===== src/rtl/fifo_pkg.sv =====
// Shared defaults and width helpers for the parametrised synchronous FIFO.
package fifo_pkg;

    localparam int DEF_DATA_WIDTH = 8;
    localparam int DEF_DEPTH      = 16;

    // Pointer width never drops below one bit, even for tiny depths.
    function automatic int ptr_w(input int depth);
        return (depth <= 2) ? 1 : $clog2(depth);
    endfunction

    function automatic int cnt_w(input int depth);
        return $clog2(depth + 1);
    endfunction

endpackage


===== src/rtl/fifo_ram.sv =====
// Simple dual-port storage array: synchronous write, asynchronous read, no reset.
module fifo_ram #(
    parameter int DATA_WIDTH = 8,
    parameter int DEPTH      = 16,
    parameter int ADDR_W     = 4
) (
    input  logic                  clk,
    input  logic                  i_wr_en,
    input  logic [ADDR_W-1:0]     i_wr_addr,
    input  logic [DATA_WIDTH-1:0] i_wr_data,
    input  logic [ADDR_W-1:0]     i_rd_addr,
    output logic [DATA_WIDTH-1:0] o_rd_data
);

    logic [DATA_WIDTH-1:0] r_mem [DEPTH];

    always_ff @(posedge clk) begin
        if (i_wr_en) begin
            r_mem[i_wr_addr] <= i_wr_data;
        end
    end

    assign o_rd_data = r_mem[i_rd_addr];

endmodule


===== src/rtl/sync_fifo_flex.sv =====
// Parametrised synchronous FIFO with optional first-word-fall-through output,
// occupancy count, programmable thresholds, sticky error flags and flush.
module sync_fifo_flex
    import fifo_pkg::*;
#(
    parameter int DATA_WIDTH = DEF_DATA_WIDTH,
    parameter int DEPTH      = DEF_DEPTH,
    parameter int FWFT       = 0,
    parameter int AF_THRESH  = DEPTH - 2,
    parameter int AE_THRESH  = 1
) (
    input  logic                      clk,
    input  logic                      rst,
    input  logic                      wr_en,
    input  logic [DATA_WIDTH-1:0]     data_in,
    input  logic                      rd_en,
    output logic [DATA_WIDTH-1:0]     data_out,
    input  logic                      flush,
    input  logic                      clr_err,
    output logic                      full,
    output logic                      empty,
    output logic                      almost_full,
    output logic                      almost_empty,
    output logic [cnt_w(DEPTH)-1:0]   count,
    output logic                      overflow,
    output logic                      underflow,
    output logic                      ovf_sticky,
    output logic                      udf_sticky
);

    localparam int PW = ptr_w(DEPTH);
    localparam int CW = cnt_w(DEPTH);

    localparam logic [CW-1:0] C_DEPTH = CW'(DEPTH);
    localparam logic [CW-1:0] C_AF    = CW'(AF_THRESH);
    localparam logic [CW-1:0] C_AE    = CW'(AE_THRESH);
    localparam logic [PW-1:0] P_LAST  = PW'(DEPTH - 1);

    logic [PW-1:0]         r_wr_ptr;
    logic [PW-1:0]         r_rd_ptr;
    logic [CW-1:0]         r_count;
    logic                  r_full;
    logic                  r_empty;
    logic                  r_afull;
    logic                  r_aempty;
    logic                  r_ovf;
    logic                  r_udf;
    logic                  r_ovf_sticky;
    logic                  r_udf_sticky;

    logic                  w_rd_acc;
    logic                  w_wr_acc;
    logic                  w_ram_we;
    logic                  w_ovf_nxt;
    logic                  w_udf_nxt;
    logic [CW-1:0]         w_count_nxt;
    logic [PW-1:0]         w_wr_ptr_inc;
    logic [PW-1:0]         w_rd_ptr_inc;
    logic [DATA_WIDTH-1:0] w_rd_data;

    // Acceptance uses registered flags; a pop frees a slot for a same-cycle write when full.
    assign w_rd_acc    = rd_en && !r_empty;
    assign w_wr_acc    = wr_en && (!r_full || w_rd_acc);
    assign w_ram_we    = w_wr_acc && !flush;
    assign w_ovf_nxt   = !flush && wr_en && !w_wr_acc;
    assign w_udf_nxt   = !flush && rd_en && !w_rd_acc;
    assign w_count_nxt = flush ? '0 : (r_count + CW'(w_wr_acc) - CW'(w_rd_acc));

    assign w_wr_ptr_inc = (r_wr_ptr == P_LAST) ? '0 : (r_wr_ptr + PW'(1));
    assign w_rd_ptr_inc = (r_rd_ptr == P_LAST) ? '0 : (r_rd_ptr + PW'(1));

    fifo_ram #(
        .DATA_WIDTH (DATA_WIDTH),
        .DEPTH      (DEPTH),
        .ADDR_W     (PW)
    ) u_ram (
        .clk        (clk),
        .i_wr_en    (w_ram_we),
        .i_wr_addr  (r_wr_ptr),
        .i_wr_data  (data_in),
        .i_rd_addr  (r_rd_ptr),
        .o_rd_data  (w_rd_data)
    );

    always_ff @(posedge clk or posedge rst) begin
        if (rst) begin
            r_wr_ptr <= '0;
            r_rd_ptr <= '0;
        end else if (flush) begin
            r_wr_ptr <= '0;
            r_rd_ptr <= '0;
        end else begin
            if (w_wr_acc) r_wr_ptr <= w_wr_ptr_inc;
            if (w_rd_acc) r_rd_ptr <= w_rd_ptr_inc;
        end
    end

    // Status flags are computed from the next count so they line up with it.
    always_ff @(posedge clk or posedge rst) begin
        if (rst) begin
            r_count  <= '0;
            r_full   <= 1'b0;
            r_empty  <= 1'b1;
            r_afull  <= 1'b0;
            r_aempty <= 1'b1;
        end else begin
            r_count  <= w_count_nxt;
            r_full   <= (w_count_nxt == C_DEPTH);
            r_empty  <= (w_count_nxt == '0);
            r_afull  <= (w_count_nxt >= C_AF);
            r_aempty <= (w_count_nxt <= C_AE);
        end
    end

    // A new error in the same cycle as clr_err keeps the sticky flag set.
    always_ff @(posedge clk or posedge rst) begin
        if (rst) begin
            r_ovf        <= 1'b0;
            r_udf        <= 1'b0;
            r_ovf_sticky <= 1'b0;
            r_udf_sticky <= 1'b0;
        end else begin
            r_ovf <= w_ovf_nxt;
            r_udf <= w_udf_nxt;
            if (w_ovf_nxt)    r_ovf_sticky <= 1'b1;
            else if (clr_err) r_ovf_sticky <= 1'b0;
            if (w_udf_nxt)    r_udf_sticky <= 1'b1;
            else if (clr_err) r_udf_sticky <= 1'b0;
        end
    end

    generate
        if (FWFT != 0) begin : g_fwft
            assign data_out = r_empty ? '0 : w_rd_data;
        end else begin : g_std
            logic [DATA_WIDTH-1:0] r_dout;

            always_ff @(posedge clk or posedge rst) begin
                if (rst) begin
                    r_dout <= '0;
                end else if (flush) begin
                    r_dout <= '0;
                end else if (w_rd_acc) begin
                    r_dout <= w_rd_data;
                end
            end

            assign data_out = r_dout;
        end
    endgenerate

    assign count        = r_count;
    assign full         = r_full;
    assign empty        = r_empty;
    assign almost_full  = r_afull;
    assign almost_empty = r_aempty;
    assign overflow     = r_ovf;
    assign underflow    = r_udf;
    assign ovf_sticky   = r_ovf_sticky;
    assign udf_sticky   = r_udf_sticky;

endmodule


===== config.mk =====
export PLATFORM = sky130hd
export DESIGN_NAME = sync_fifo_flex
export DESIGN_NICKNAME = d
export VERILOG_FILES = /design/src/rtl/fifo_pkg.sv /design/src/rtl/fifo_ram.sv /design/src/rtl/sync_fifo_flex.sv
export SDC_FILE = /design/constraint.sdc
export NUM_CORES = 1
export LEC_CHECK = 0
export ABC_AREA = 1
export CELL_PAD_IN_SITES_DETAIL_PLACEMENT = 1
export CELL_PAD_IN_SITES_GLOBAL_PLACEMENT = 2
export CORE_MARGIN = 2
export CORE_UTILIZATION = 35
export DETAILED_ROUTE_END_ITERATION = 10
export PLACE_DENSITY_LB_ADDON = 0.1
export RECOVER_POWER = 25
export SYNTH_ARGS = -nofsm -noshare
export SYNTH_HDL_FRONTEND = slang
export SYNTH_SLANG_ARGS = --single-unit

===== constraint.sdc =====
create_clock -name clk -period 2.6 [get_ports clk]
set_clock_uncertainty 0.2 [all_clocks]
set_input_delay 0.52 -clock clk [delete_from_list [all_inputs] [get_ports clk]]
set_output_delay 0.52 -clock clk [all_outputs]
set_load 0.005 [all_outputs]

* Yosys cells after proc, flatten, opt, wreduce, memory -nomap -nowiden
Memories as Yosys holds them, arrays and structs flattened.
Index checks and enable logic that the tools add are counted.
** Cells by class
- Multiplexer cells :: 14
- Order comparisons :: 2
- Reduce and logical (&&, ||, !) cells :: 18
- Add/subtract/negate cells :: 4
- Equality and inequality tests :: 3
** Operators by type and width (number)
- 4-bit 2-to-1 mux :: 6
- 8-bit 2-to-1 mux :: 2
- 4-bit by 1-bit adder with 4-bit output, second input constant :: 2
- 4-bit == test, second input constant :: 2
- 2-bit nonzero test :: 4
- 1-bit logical AND :: 7
- 5-bit by 1-bit adder with 5-bit output :: 1
- 5-bit == test, second input constant :: 1
- 5-bit by 4-bit >= comparator with 1-bit output, second input constant :: 1
- 5-bit by 1-bit <= comparator with 1-bit output, second input constant :: 1
- 1-bit zero test :: 5
- 5-bit zero test :: 1
- 1-bit 2-to-1 mux :: 5
- 5-bit 2-to-1 mux :: 1
- 5-bit by 1-bit subtractor with 5-bit output :: 1
- 1-bit logical OR :: 1
** Storage, ports and cells
- Flip-flop bits (word level) :: 29
- Output and inout port bits :: 21
- Memory bits (writable) :: 128
- Memories kept :: 1
** Memories
- u_ram.r_mem :: depth 16, width 8, rd ports 1, clocked after memory_dff 0, write ports 1, RTL line fifo_ram.sv:15 : logic [DATA_WIDTH-1:0] r_mem [DEPTH];

* Logic depth before layout (Yosys ltp)
- Depth after elaboration :: 8
- Gate-level depth with buffers :: 19
- Mapped depth without buffers :: 19

* Modules after synthesis
Synthesis repeated with hierarchy kept, for this count alone.
** Second synthesis, totals
- Cells, all modules :: 708
- Area total of the unflattened synthesis :: 7036.7 µm²
** Modules (own cells, without submodules)
- fifo_ram :: times used 1, area an instance 5606.6 µm², cells an instance 543
- sync_fifo_flex :: times used 1, area an instance 1430.1 µm², cells an instance 165

* Worst setup path before layout
OpenSTA, ideal clock, no wires.
- Path kind :: input-to-reg
- Start :: input rd_en
- End :: register r_full (netlist: full)
- Stages :: 19
- Arrival time :: 2344 ps
- Setup time :: 71 ps
- Buffers on the path :: 0
- Path slack :: -15 ps
- Required time :: 2329 ps
- Cell sequence :: inv_2 -> nor2_4 -> inv_2 -> nand2_1 -> nand2_2 -> ha_1 -> inv_1 -> ha_1 -> inv_1 -> fa_1 -> inv_1 -> nand2_1 -> nand2_1 -> a21oi_1 -> nand2_1 -> nand2_1 -> nor2_1 -> inv_1 -> nor2_1
** Between the ends
- Longest elaborated chain between the ends :: 7
** Ends and longest elaborated chain
- start, declared :: RTL line sync_fifo_flex.sv:16 : input logic rd_en,
- 1-bit logical AND (*) :: RTL line sync_fifo_flex.sv:62 : assign w_rd_acc = rd_en && !r_empty;
- 1-bit logical OR :: RTL line sync_fifo_flex.sv:63 : assign w_wr_acc = wr_en && (!r_full || w_rd_acc);
- 1-bit logical AND :: RTL line sync_fifo_flex.sv:63
- 5-bit by 1-bit adder with 5-bit output :: RTL line sync_fifo_flex.sv:67 : assign w_count_nxt = flush ? '0 : (r_count + CW'(w_wr_acc) - CW'(w_rd_acc));
- 5-bit by 1-bit subtractor with 5-bit output (*) :: RTL line sync_fifo_flex.sv:67
- 5-bit 2-to-1 mux (*) :: RTL line sync_fifo_flex.sv:67
- named net w_count_nxt[4] :: RTL line sync_fifo_flex.sv:56 : logic [CW-1:0] w_count_nxt;
- 5-bit == test (*) :: RTL line sync_fifo_flex.sv:108 : r_full <= (w_count_nxt == C_DEPTH);
- end signal, assigned :: RTL line sync_fifo_flex.sv:108
- end, declared :: RTL line sync_fifo_flex.sv:42 : logic r_full;
Mark *: on every way through the listed nets, which the timed path passes. The rest lies on a longest branch.
A chain may end at the register's enable or synchronous reset.

* Final worst setup path
- Start :: register r_empty (netlist: empty)
- End :: register r_full (netlist: full)
** Between the ends
- Longest elaborated chain between the ends :: 8
** Ends and longest elaborated chain
- start, declared :: RTL line sync_fifo_flex.sv:43 : logic r_empty;
- start signal, assigned :: RTL line sync_fifo_flex.sv:109 : r_empty <= (w_count_nxt == '0);
- 1-bit zero test (*) :: RTL line sync_fifo_flex.sv:62
- 1-bit logical AND (*) :: RTL line sync_fifo_flex.sv:62
- 1-bit logical OR :: RTL line sync_fifo_flex.sv:63
- 1-bit logical AND :: RTL line sync_fifo_flex.sv:63
- 5-bit by 1-bit adder with 5-bit output :: RTL line sync_fifo_flex.sv:67
- 5-bit by 1-bit subtractor with 5-bit output (*) :: RTL line sync_fifo_flex.sv:67
- 5-bit 2-to-1 mux (*) :: RTL line sync_fifo_flex.sv:67
- named net w_count_nxt[4] :: RTL line sync_fifo_flex.sv:56
- 5-bit == test (*) :: RTL line sync_fifo_flex.sv:108
Marks and branches as above.

==> results.sh <==
export IMPL_outcome="finished, final reports clean"
export IMPL_cts_buffers=17
export IMPL_fin_ws_ns=0.0537
export IMPL_yosysTopAreaCellShare_pct=55.0
export IMPL_reg2regPathDepth=18
export IMPL_nets=793
export IMPL_synth_async_sr_flop_share_pct=18.5
export IMPL_hold_buffers=0
export IMPL_design_portCount=35
export IMPL_cts_max_level=4
export IMPL_synth_cells=697
export IMPL_drt_iter0_markers=204
export IMPL_yosys_warnings=0
export IMPL_ys_ff_latch=157
export IMPL_grt_use_total_pct=19.1
export IMPL_die_w_um=145
export IMPL_grt_first_pass_wirelength_um=30100
export IMPL_maxSlewViolCount=0
export IMPL_synth_top_area_cell="edfxtp_1"
export IMPL_max_freq_mhz=393
export IMPL_synth_edf_count=128
export IMPL_synth_flop_cell="edfxtp_1"
export IMPL_final_util_pct=43.5
export IMPL_min_path_type="register to register"
export IMPL_portBuffers=34
export IMPL_timing_rr_start="empty$_DFF_PP1_"
export IMPL_crit_type="register to register"
export IMPL_clk_pin_slew_ns=0.06
export IMPL_area_delta_synth_final_pct=21.4
export IMPL_synth_most_common_cell="nand2_1"
export IMPL_whs_path_depth=2
export IMPL_startpoint="empty$_DFF_PP1_"
export IMPL_max_cap_violations=0
export IMPL_min_from="data_out[7]$_DFFE_PP0P_"
export IMPL_slew_headroom_pct=31.8
export IMPL_rows=51
export IMPL_clk_path_buf_depth=2
export IMPL_drive_gt1_share_pct=12.7
export IMPL_fin_crit_ns=2.55
export IMPL_tritoncts="yes"
export IMPL_synth_area_leaders="edfxtp_1 (55%), nand2_1 (12%), dfrtp_1 (9.7%)"
export IMPL_period_share_pct=97.9
export IMPL_diodes=0
export IMPL_irDropWorstVdd_v=0.000476
export IMPL_insertion_delay_ns=0.42
export IMPL_synth_area_mm2=0.00699
export IMPL_critical_path_endpoint_type="register"
export IMPL_dieArea_mm2=0.0211
export IMPL_place_ws_ns=-0.689
export IMPL_leakage_nw=3.70
export IMPL_start_util_pct=35.8
export IMPL_antenna_found_initial=0
export IMPL_cp_start_kind="register"
export IMPL_hpwl_um=12300
export IMPL_synth_common_cells="nand2_1 (218), edfxtp_1 (128), inv_1 (124)"
export IMPL_crit_fanout=3
export IMPL_clockRootBuffer="clkbuf_16"
export IMPL_detailedRoute_firstPassIterationCount=4
export IMPL_die_h_um=145
export IMPL_power_density_mw_per_mm2=829
export IMPL_synth_distinct_cells=27
export IMPL_syn_nets=722
export IMPL_cts_sinks=157
export IMPL_first_global_vias=5204
export IMPL_wirelength_um=19400
export IMPL_drc=0
export IMPL_grt_start_max_net_pins=69
export IMPL_syn_area_per_cell_um2=10.0
export IMPL_gp_congestion=0.739
export IMPL_max_slew_worst_pin_slew_ns=1.02
export IMPL_post_drt_via_cell_ratio=4.66
export IMPL_fill_cells=2246
export IMPL_hold_viol_final=0
export IMPL_ant_nets=0
export IMPL_ys_seq_area_share_pct=65.4
export IMPL_wl_per_cell_um=18.5
export IMPL_worstPathArrival_ns=2.70
export IMPL_grt_setup_unrepaired="true"
export IMPL_worstPathRequired_ns=2.75
export IMPL_overflow=0
export IMPL_setup_viol=0
export IMPL_vias=4865
export IMPL_core_mm2=0.0195
[worst paths after layout]
kind / endpoint / slack (ns)
setup / recovery: full$_DFF_PP0_ / 0.05
max in group asynchronous: r_rd_ptr[0]$_DFFE_PP0P_ / 1.08
hold reg to reg: data_out[7]$_DFFE_PP0P_ / 0.28
hold / removal: data_out[7]$_DFFE_PP0P_ / 0.28
setup reg to reg: full$_DFF_PP0_ / 0.05
min in group asynchronous: data_out[3]$_DFFE_PP0P_ / 0.56
[power by group]
group / internal, W / switching (W)
logic: 0.000700 / 0.00104
clock network: 0.00139 / 0.000959
registers: 0.00285 / 0.0000907
total: 0.00495 / 0.00209
[cells by family (layout without fill, tap and decap cells)]
group                    after synthesis  after routing  share of synthesized area, %
AND/OR/NAND/NOR                      354            354                          21.4
flip-flops                           157            157                          65.4
buffers and inverters                157            240                          9.63
AO/OA/AOI/OAI                         16             16                          1.23
adder cells (fa/ha/maj)               11             11                          2.08
XOR/XNOR                               2              2                         0.251
[area by class of cell]
class                           instances  area [um^2]  share of cell area (%)
Clock buffer                           22          444                    5.23
Multi-Input combinational cell        383         1860                    21.9
Inverter                              130          493                    5.81
Clock inverter                          9         96.3                    1.14
Sequential cell                       157         4570                    53.9
Tap cell                              265          332                    3.91
Timing Repair Buffer                   79          692                    8.15
[layout by cell type, fill, tap and decap left out, types with 2 or more instances in the layout]
cell type	instances
inv_2	7
nand2_4	2
nand2_1	211
dlygate4sd3_1	5
dfstp_2	2
o21ai_0	7
bufinv_16	2
clkbuf_1	9
o22ai_1	3
dfrtp_1	26
ha_1	8
nor2_1	16
xor2_1	2
nand2_2	6
buf_12	2
edfxtp_1	128
nand3_1	103
clkbuf_16	17
clkinv_1	6
ha_4	2
buf_4	36
a21oi_1	2
nor2_2	3
inv_4	2
nand3_2	2
clkdlybuf4s50_1	28
nor2_4	4
buf_6	2
inv_1	119
nor3_1	4
[sequential cells by signal, summed over array words and instances, names as in the netlist]
register,count
overflow,1
underflow,1
data_out,8
udf_sticky,1
ovf_sticky,1
u_ram.r_mem,128
almost_empty,1
r_wr_ptr,4
full,1
almost_full,1
empty,1
count,5
r_rd_ptr,4
[through the flow]
step                setup TNS (ns)  cell area, um^2  hold slack [ns]  power (W)  std cells
floorplan                        0             6990            0.272    0.00382        697
global placement             -3.18             7800            0.270    0.00440       1008
detailed placement           -3.85             7800            0.267    0.00445       1008
CTS                        -0.0105             8410            0.272    0.00695       1043
global route                -0.385             8490            0.290    0.00740       1045
finish                           0             8490            0.280    0.00704       1045
[per-layer routing]
| metal | share of wire [%] | track usage [%] | wire, um | vias to the layer above |
|---|---|---|---|---|
| met3 | 3.3 | 2.92 | 630 | 20 |
| met5 | 0 | 0 | 0 | - |
| met4 | 1.5 | 6.32 | 298 | 0 |
| met2 | 50 | 32.5 | 9590 | 69 |
| li1 | - | - | - | 2360 |
| met1 | 46 | 25.0 | 8840 | 2416 |
[critical path: stages (launching register included)]
cell	delay [ns]
dfstp_2	0.57
nor2_4	0.04
inv_2	0.05
nand2_2	0.05
nand2_2	0.09
ha_4	0.20
inv_2	0.06
ha_4	0.12
inv_2	0.04
fa_2	0.35
inv_2	0.08
nand2_4	0.07
nand2_4	0.09
a21oi_4	0.06
nand2_2	0.06
nand2_2	0.06
nor2_4	0.14
inv_2	0.06
nor2_1	0.09
[timing repair]
action	CTS	global route
buffers inserted	4	2
endpoints found under the setup margin	5	5
hold endpoints to repair	0	0
resized for setup	16	19
pin swaps	3	8
No activity file was read; power rests on OpenSTA's default activity.
